===== src/rtl/bit_serializer.sv =====
// bit_serializer
//   Parallel-to-serial bit source for the serial sequence detector. A code
//   word is captured from data_in together with a bit count. Bits are then
//   shifted out on serial_out, one per clk_2 cycle. bit_valid, busy and done
//   qualify the stream.
//
//   Optional feature macro: SERIALIZER_LOOP_EN
//     When this macro is defined, the block gains a 'loop' input. It replays
//     the captured word continuously with no gap. done pulses on every wrap.
//
// Ports
//   clk_2      in   system clock, rising edge
//   reset      in   synchronous, active-low reset
//   start      in   load-and-send request, sampled only in IDLE
//   data_in    in   [NBITS-1:0] parallel word, captured on accept
//   len        in   [LW-1:0] bit count, clamped to NBITS, captured on accept
//   abort      in   cancels a transfer in progress (SHIFT only)
//   loop       in   (SERIALIZER_LOOP_EN only) replay the word at the last bit
//   serial_out out  current serial bit
//   bit_valid  out  serial_out carries a payload bit this cycle
//   busy       out  high in SHIFT and DONE
//   done       out  one-cycle pulse after the last bit
//   bit_index  out  [LW-1:0] 0-based position of the bit on serial_out
module bit_serializer #(
  parameter int NBITS     = 8,
  parameter bit MSB_FIRST = 1'b1,
  parameter int LW        = $clog2(NBITS + 1)
) (
  input  logic             clk_2,
  input  logic             reset,
  input  logic             start,
  input  logic [NBITS-1:0] data_in,
  input  logic [LW-1:0]    len,
  input  logic             abort,
`ifdef SERIALIZER_LOOP_EN
  input  logic             loop,
`endif
  output logic             serial_out,
  output logic             bit_valid,
  output logic             busy,
  output logic             done,
  output logic [LW-1:0]    bit_index
);

  localparam logic [LW-1:0] NB  = LW'(NBITS);
  localparam logic [LW-1:0] ONE = LW'(1);

  typedef enum logic [1:0] {
    IDLE  = 2'd0,
    SHIFT = 2'd1,
    DONE  = 2'd2
  } state_t;

  state_t             r_state;
  logic [NBITS-1:0]   r_word;
  logic [LW-1:0]      r_len;
  logic [LW-1:0]      r_index;
  logic               r_serial;
  logic               r_valid;
  logic               r_done;

  logic [LW-1:0]      w_eff_len;
  logic [LW-1:0]      w_next_idx;
  logic               w_first_bit;
  logic               w_next_bit;
  logic               w_wrap_bit;
  logic               w_last;
  logic               w_loop;

  // Bit i of an n-bit transfer: MSB-first walks data[n-1] down to data[0].
  function automatic logic bit_at(input logic [NBITS-1:0] w,
                                  input logic [LW-1:0]    n,
                                  input logic [LW-1:0]    i);
    logic [LW-1:0] pos;
    pos = MSB_FIRST ? (n - i - ONE) : i;
    return 1'(w >> pos);
  endfunction

  always_comb begin
    w_eff_len   = (len > NB) ? NB : len;
    w_first_bit = bit_at(data_in, w_eff_len, '0);
    w_next_idx  = r_index + ONE;
    w_next_bit  = bit_at(r_word, r_len, w_next_idx);
    w_wrap_bit  = bit_at(r_word, r_len, '0);
    w_last      = (r_index == (r_len - ONE));
`ifdef SERIALIZER_LOOP_EN
    w_loop      = loop;
`else
    w_loop      = 1'b0;
`endif
  end

  always_ff @(posedge clk_2) begin
    if (!reset) begin
      r_state  <= IDLE;
      r_word   <= '0;
      r_len    <= '0;
      r_index  <= '0;
      r_serial <= 1'b0;
      r_valid  <= 1'b0;
      r_done   <= 1'b0;
    end else begin
      r_done <= 1'b0;
      case (r_state)
        IDLE: begin
          if (start && (len != '0)) begin
            r_state  <= SHIFT;
            r_word   <= data_in;
            r_len    <= w_eff_len;
            r_index  <= '0;
            // First bit goes straight out from the live bus so it appears
            // in the cycle right after the accepting edge.
            r_serial <= w_first_bit;
            r_valid  <= 1'b1;
          end
        end
        SHIFT: begin
          if (abort) begin
            r_state  <= IDLE;
            r_index  <= '0;
            r_serial <= 1'b0;
            r_valid  <= 1'b0;
          end else if (w_last) begin
            r_done <= 1'b1;
            if (w_loop) begin
              // Wrap: done pulses alongside bit 0 of the replayed word.
              r_index  <= '0;
              r_serial <= w_wrap_bit;
            end else begin
              r_state  <= DONE;
              r_index  <= '0;
              r_serial <= 1'b0;
              r_valid  <= 1'b0;
            end
          end else begin
            r_index  <= w_next_idx;
            r_serial <= w_next_bit;
          end
        end
        DONE: begin
          r_state <= IDLE;
        end
        default: begin
          r_state  <= IDLE;
          r_serial <= 1'b0;
          r_valid  <= 1'b0;
        end
      endcase
    end
  end

  assign serial_out = r_serial;
  assign bit_valid  = r_valid;
  assign busy       = (r_state != IDLE);
  assign done       = r_done;
  assign bit_index  = r_index;

endmodule


===== config.mk =====
export PLATFORM = sky130hd
export DESIGN_NAME = bit_serializer
export DESIGN_NICKNAME = d
export VERILOG_FILES = /design/src/rtl/bit_serializer.sv
export SDC_FILE = /design/constraint.sdc
export NUM_CORES = 1
export LEC_CHECK = 0
export ABC_AREA = 1
export CAP_MARGIN = 20
export CORE_MARGIN = 2
export CORE_UTILIZATION = 55
export DETAILED_ROUTE_END_ITERATION = 6
export PLACE_DENSITY = 0.95
export SYNTH_ARGS = -nofsm -noshare
export SYNTH_HDL_FRONTEND = slang
export SYNTH_SLANG_ARGS = --single-unit

===== constraint.sdc =====
create_clock -name clk_2 -period 4.1 [get_ports clk_2]
set_input_delay 0.41 -clock clk_2 [delete_from_list [all_inputs] [get_ports clk_2]]
set_output_delay 0.41 -clock clk_2 [all_outputs]
set_load 0.05 [all_outputs]

==> Word level (Yosys, flattened, before mapping) <==
Cells that the tools add are included.
{ "classes": {"n_addsub": 5, "n_lt_le_gt_ge": 1, "eq_ne": 5, "shift": 2, "muxes": 18, "bitwise": 3, "reduce_logical": 11} }
{ "ops": {"columns": ["cell", "n"], "rows": [
  ["two-way mux 4 bit", 4],
  [">> shifter 8 x 4 -> 1 bit", 2],
  ["subtractor 4 x 1 -> 4 bit, second input constant", 3],
  ["one-hot mux 4 bit (2 select lines)", 1],
  ["AND reduction 2 bit", 4],
  ["two-way mux 1 bit", 7],
  ["two-way mux 2 bit", 3],
  ["one-hot mux 1 bit (3 select lines)", 2],
  ["adder 4 x 1 -> 4 bit, second input constant", 1],
  ["equality test 4 bit", 1],
  ["> comparator 4 bit, second input constant", 1],
  ["one-hot mux 2 bit (2 select lines)", 1],
  ["nonzero test 2 bit", 2],
  ["nonzero test 4 bit", 1],
  ["subtractor 4 bit", 1],
  ["inequality test 3 bit, second input constant", 1],
  ["NOT 1 bit", 3],
  ["AND reduction 3 bit", 1],
  ["OR reduction 3 bit", 1],
  ["equality test 2 x 1 -> 1 bit, second input constant", 1],
  ["equality test 2 bit, second input constant", 1],
  ["logical NOT 2 bit", 1],
  ["inequality test 2 bit, second input constant", 1],
  ["logical AND 1 bit", 1]
]} }
{ "totals": {"regBits": 21, "inputBits": 16, "out_inout_bits": 8, "word_cells": 52} }

==> Longest topological paths before layout <==
{ "logic_depth": {"depth_word": 7, "mapped_depth": 13, "mapped_depth_nobuf": 13} }

==> Worst setup path before layout <==
OpenSTA, ideal clock, no wires.
{ "synth_timing": {"kind": "reg-to-reg", "from": "reg r_index[1], in the netlist bit_index[1]", "to": "reg r_serial, in the netlist serial_out", "arrival_time_ps": 2149, "t_required_ps": 4027, "path_slack_ps": 1878, "path_stages_with_launch": 13, "synth_period_minus_slack_ps": 2222, "path_cell_list": "dfxtp_1 > ha_1 > inv_1 > fa_1 > inv_1 > a21oi_1 > o21ai_0 > nand3b_1 > nand2_1 > nand4_1 > nand2_1 > nand2_1 > a21oi_1"} }
{ "synth_via": {"elab_chain_cells": 7, "word_cells_on_any_way": 8, "cone_classes": "3 x add/sub; 1 x eq/ne; 1 x shift; 3 x mux"} }
{ "synth_rtl": {"columns": ["element", "line_no", "source"], "rows": [
  ["start, declared", "57", "logic [LW-1:0] r_index;"],
  ["start signal, assigned", "136", "r_index <= w_next_idx;"],
  ["adder 4 x 1 -> 4 bit", "82", "w_next_idx = r_index + ONE;"],
  ["subtractor 4 bit", "75", "pos = MSB_FIRST ? (n - i - ONE) : i;"],
  ["subtractor 4 x 1 -> 4 bit", "75", null],
  [">> shifter 8 x 4 -> 1 bit", "76", "return 1'(w >> pos);"],
  ["two-way mux 1 bit (*)", "123", "end else if (w_last) begin"],
  ["two-way mux 1 bit (*)", "118", "if (abort) begin"],
  ["one-hot mux 1 bit (3 select lines) (*)", "104", "case (r_state)"],
  ["end signal, assigned", "113", "r_serial <= w_first_bit;"],
  ["end signal, assigned", "128", "r_serial <= w_wrap_bit;"],
  ["end signal, assigned", "137", "r_serial <= w_next_bit;"],
  ["end, declared", "58", "logic r_serial;"]
]} }
Every way passes the cells marked *; elsewhere a longest branch is shown, timed or not.
A chain may end at the register's enable or synchronous reset.

==> Worst setup path after layout <==
{ "layout_timing": {"from": "reg r_state[0]", "to": "out busy"} }
{ "layout_via": {"elab_chain_cells": 1} }
{ "layout_rtl": {"columns": ["element", "line_no", "source"], "rows": [
  ["start, declared", "54", "state_t r_state;"],
  ["start signal, assigned", "95", "r_state <= IDLE;"],
  ["start signal, assigned", "107", "r_state <= SHIFT;"],
  ["start signal, assigned", "119", "r_state <= IDLE;"],
  ["nonzero test 2 bit", "154", "assign busy = (r_state != IDLE);"],
  ["end, declared", "40", "output logic busy,"]
]} }
Every way passes these cells.

==> results_dict.tcl <==
set metrics [dict create \
    worst_ep_arrival_time_ns 1.70 \
    synth_compound_area_frac 0.1363 \
    clk_pin_slew_ns 0.11 \
    fin_setup_tns_ns 0 \
    power_density_mw_per_mm2 301.2 \
    tightestPinTransition_ns 0.4940 \
    setup_viol_count_final 0 \
    async_flop_share 0 \
    dieArea_sq_mm 0.002722 \
    ys.warnings.count 0 \
    yosys.cell_types.count 29 \
    grt_pass1_vias 1059 \
    crit_path_start_kind "register" \
    fin_nets 232 \
    grt.met3_usage 0.01714 \
    ff2ff_path_depth 12 \
    vias 1253 \
    dp_hpwl_um 2072 \
    syn_nets 207 \
    maxSlewHeadroom 0.6696 \
    seqCellArea_sq_um 420.4 \
    first_iter_violations 26 \
    worstSetupPathType "reg -> out" \
    min_path_cells 2 \
    multi_input_area_sq_um 759.5 \
    status "completed" \
    track_usage 0.2181 \
    power_leakage_nw 0.6699 \
    synth.avg_cell_area_sq_um 6.936 \
    grt_pass1_wl_um 4478 \
    ioPinCount 24 \
    cts_resized 0 \
    drive_above_1_share 0.08654 \
    synthCells 184 \
    num_rows 17 \
    synthXorXnorAreaFrac 0.02059 \
    regToRegEndpoint "serial_out$_SDFFE_PN0P_" \
    place_ws_ns 1.943 \
    ys_seq_area_frac 0.3294 \
    crit_path_max_fanout 4 \
    cts-root-buf "clkbuf_4" \
    synth_fa_ha_area_frac 0.07451 \
    worstPathRequired_ns 3.69 \
    synth_enable_flop_cells 0 \
    cts_num_sinks 21 \
    antennaDiodeCount 0 \
    final_common_cell "nand2_1" \
    fillers 190 \
    fp.dieW_um 52.17 \
    hp-start "serial_out$_SDFFE_PN0P_" \
    finalClockSkew_ns 0.001438 \
    maxCapViolCount 0 \
    drc 0 \
    syn-cell-area_sq_mm 0.001276 \
    crit_start "r_state[0]$_SDFFE_PN0P_" \
    cts_buffers 3 \
    drtAntennaViolNets 0 \
    grtUsageMet1 0.2865 \
    synth_top_family_by_area "simple AND/OR/NAND/NOR gates" \
    path_cells "or2_1 -> clkdlybuf4s50_1" \
    top_usage_layer "met2" \
    syn_to_final_growth_pct 21.76 \
    cts.path.max_buffers 2 \
    core_region_area_sq_mm 0.002212 \
    final_cell_mix "nand2_1, clkdlybuf4s50_1, nor2_1, dfxtp_1, inv_1" \
    routed_via_density 5.309 \
    r2r_slack_ns 2.00 \
    start_util 0.5769 \
    slowest_delay_ns 0.82 \
    fin_crit_sh 0.5143 \
    drv_slew 0 \
    postCtsSetupBuffers 0 \
    overflow 0 \
    drt_wl_total_um 2744 \
    grt_max_degree 15 \
    gp_congestion 0.8663 \
    met2_usage 0.3755 \
    synthMuxAreaShare 0 \
    ir_worst_vdd_uv 247.9 \
    min_path_type "reg -> reg" \
    worstHoldEndpoint "serial_out$_SDFFE_PN0P_" \
    htreeDepth 1 \
    cp_num_cells 2 \
    clk_latency_ns 0.30 \
    end_kind "output port" \
    path_delay_family "buffers and inverters" \
    r2r_start "bit_index[1]$_SDFFE_PN0P_" \
    die_h_um 52.17 \
    synthSimpleGateAreaFrac 0.3637 \
    first_pass_iters 4 \
    post-route-min-period_ns 2.109 \
    antenna_found_initial 0 \
    cts_tree "yes" \
    synth_ff_type "dfxtp_1" \
    fin_ws_ns 1.991 \
    final_hold_viol_count 0 \
    rsz0062_at_grt "false" \
    critical_path_buf_inv_count 1 \
    timing.fmax_mhz 474.2 \
    ys_ff_latch 21 \
    port_buffers 23 \
    cp_slowest_cell "clkdlybuf4s50_1" \
    routedWlPerCell_um 11.63 \
    hold_buffers 0 \
]
power breakdown:
part	leakage, nW	internal [mW]	switching, mW
Sequential	0.173	0.218	0.0119
Clock	0.0150	0.0379	0.0593
Combinational	0.482	0.0568	0.0843
Total	0.670	0.313	0.155
how the worst max path moves through the flow:
stage                                      to  slack (ns)
finish                                   busy        1.99
global route          serial_out$_SDFFE_PN0P_        1.81
CTS                   serial_out$_SDFFE_PN0P_        1.98
detailed placement  bit_index[1]$_SDFFE_PN0P_        1.94
global placement    bit_index[2]$_SDFFE_PN0P_        2.01
floorplan             serial_out$_SDFFE_PN0P_        1.88
worst min-delay path: cells and delay by family, from the launching register on:
family	cells	cell delay, ns
flops	1	0.32
compound gates	1	0.05
simple gates	1	0.06
cell usage after synthesis (2+ instances only):
cell      count  area, sq um
nor2_1       21        78.83
xnor2_1       2        17.52
buf_2         2        10.01
dfxtp_1      21        420.4
or2_1         2        12.51
inv_1        19        71.32
nand3_2       2        20.02
nand2_1      40        150.1
ha_1          6        75.07
a21oi_1      15        75.07
nand3b_1      2        15.01
nand2_2       3        18.77
nand3_1      16        80.08
nand4_1       2        12.51
nor2_4        2        22.52
inv_2         2        7.510
o21ai_0      13        65.06
nor2_2        2        12.51
nor4_1        2        12.51
routing by layer:
| metal | share of wire | routed length, um | up-vias |
|---|---|---|---|
| met5 | 0 | 0 | - |
| met4 | 0.013 | 37 | 0 |
| met3 | 0.052 | 142 | 5 |
| met2 | 0.48 | 1310 | 37 |
| met1 | 0.46 | 1253 | 556 |
| li1 | - | - | 655 |
logic make-up (layout without fill, tap and decap cells):
| kind of cell | count (synthesis) | after routing |
|---|---|---|
| buf+inv | 25 | 49 |
| simple gates | 96 | 96 |
| compound gates | 32 | 32 |
| xor+xnor | 3 | 3 |
| fa+ha+maj | 7 | 7 |
| flops | 21 | 21 |
layout make-up:
| class | instances | area share |
|---|---|---|
| Multi-Input combinational cell | 138 | 0.4887 |
| Tap cell | 28 | 0.02254 |
| Sequential cell | 21 | 0.2705 |
| Clock buffer | 4 | 0.01691 |
| Inverter | 22 | 0.05314 |
| Timing Repair Buffer | 23 | 0.1481 |
state kept, by name, summed over array words and instances, names as in the netlist:
register,cells
done,1
r_len,4
r_state,2
serial_out,1
bit_index,4
bit_valid,1
r_word,8
per-stage QoR:
| stage | util | power (mW) | area (sq um) | cells | hold slack, ns |
|---|---|---|---|---|---|
| after floorplan | - | 0.3312 | 1276 | 184 | 0.4239 |
| after global placement | 0.6906 | 0.3699 | 1528 | 232 | 0.4524 |
| after detailed placement | 0.6906 | 0.3728 | 1528 | 232 | 0.4521 |
| after CTS | 0.7025 | 0.4678 | 1554 | 236 | 0.4681 |
| after global routing | 0.7025 | 0.4919 | 1554 | 236 | 0.4915 |
| final | 0.7025 | 0.4681 | 1554 | 236 | 0.4677 |
No activity file was read; power rests on OpenSTA's default activity.
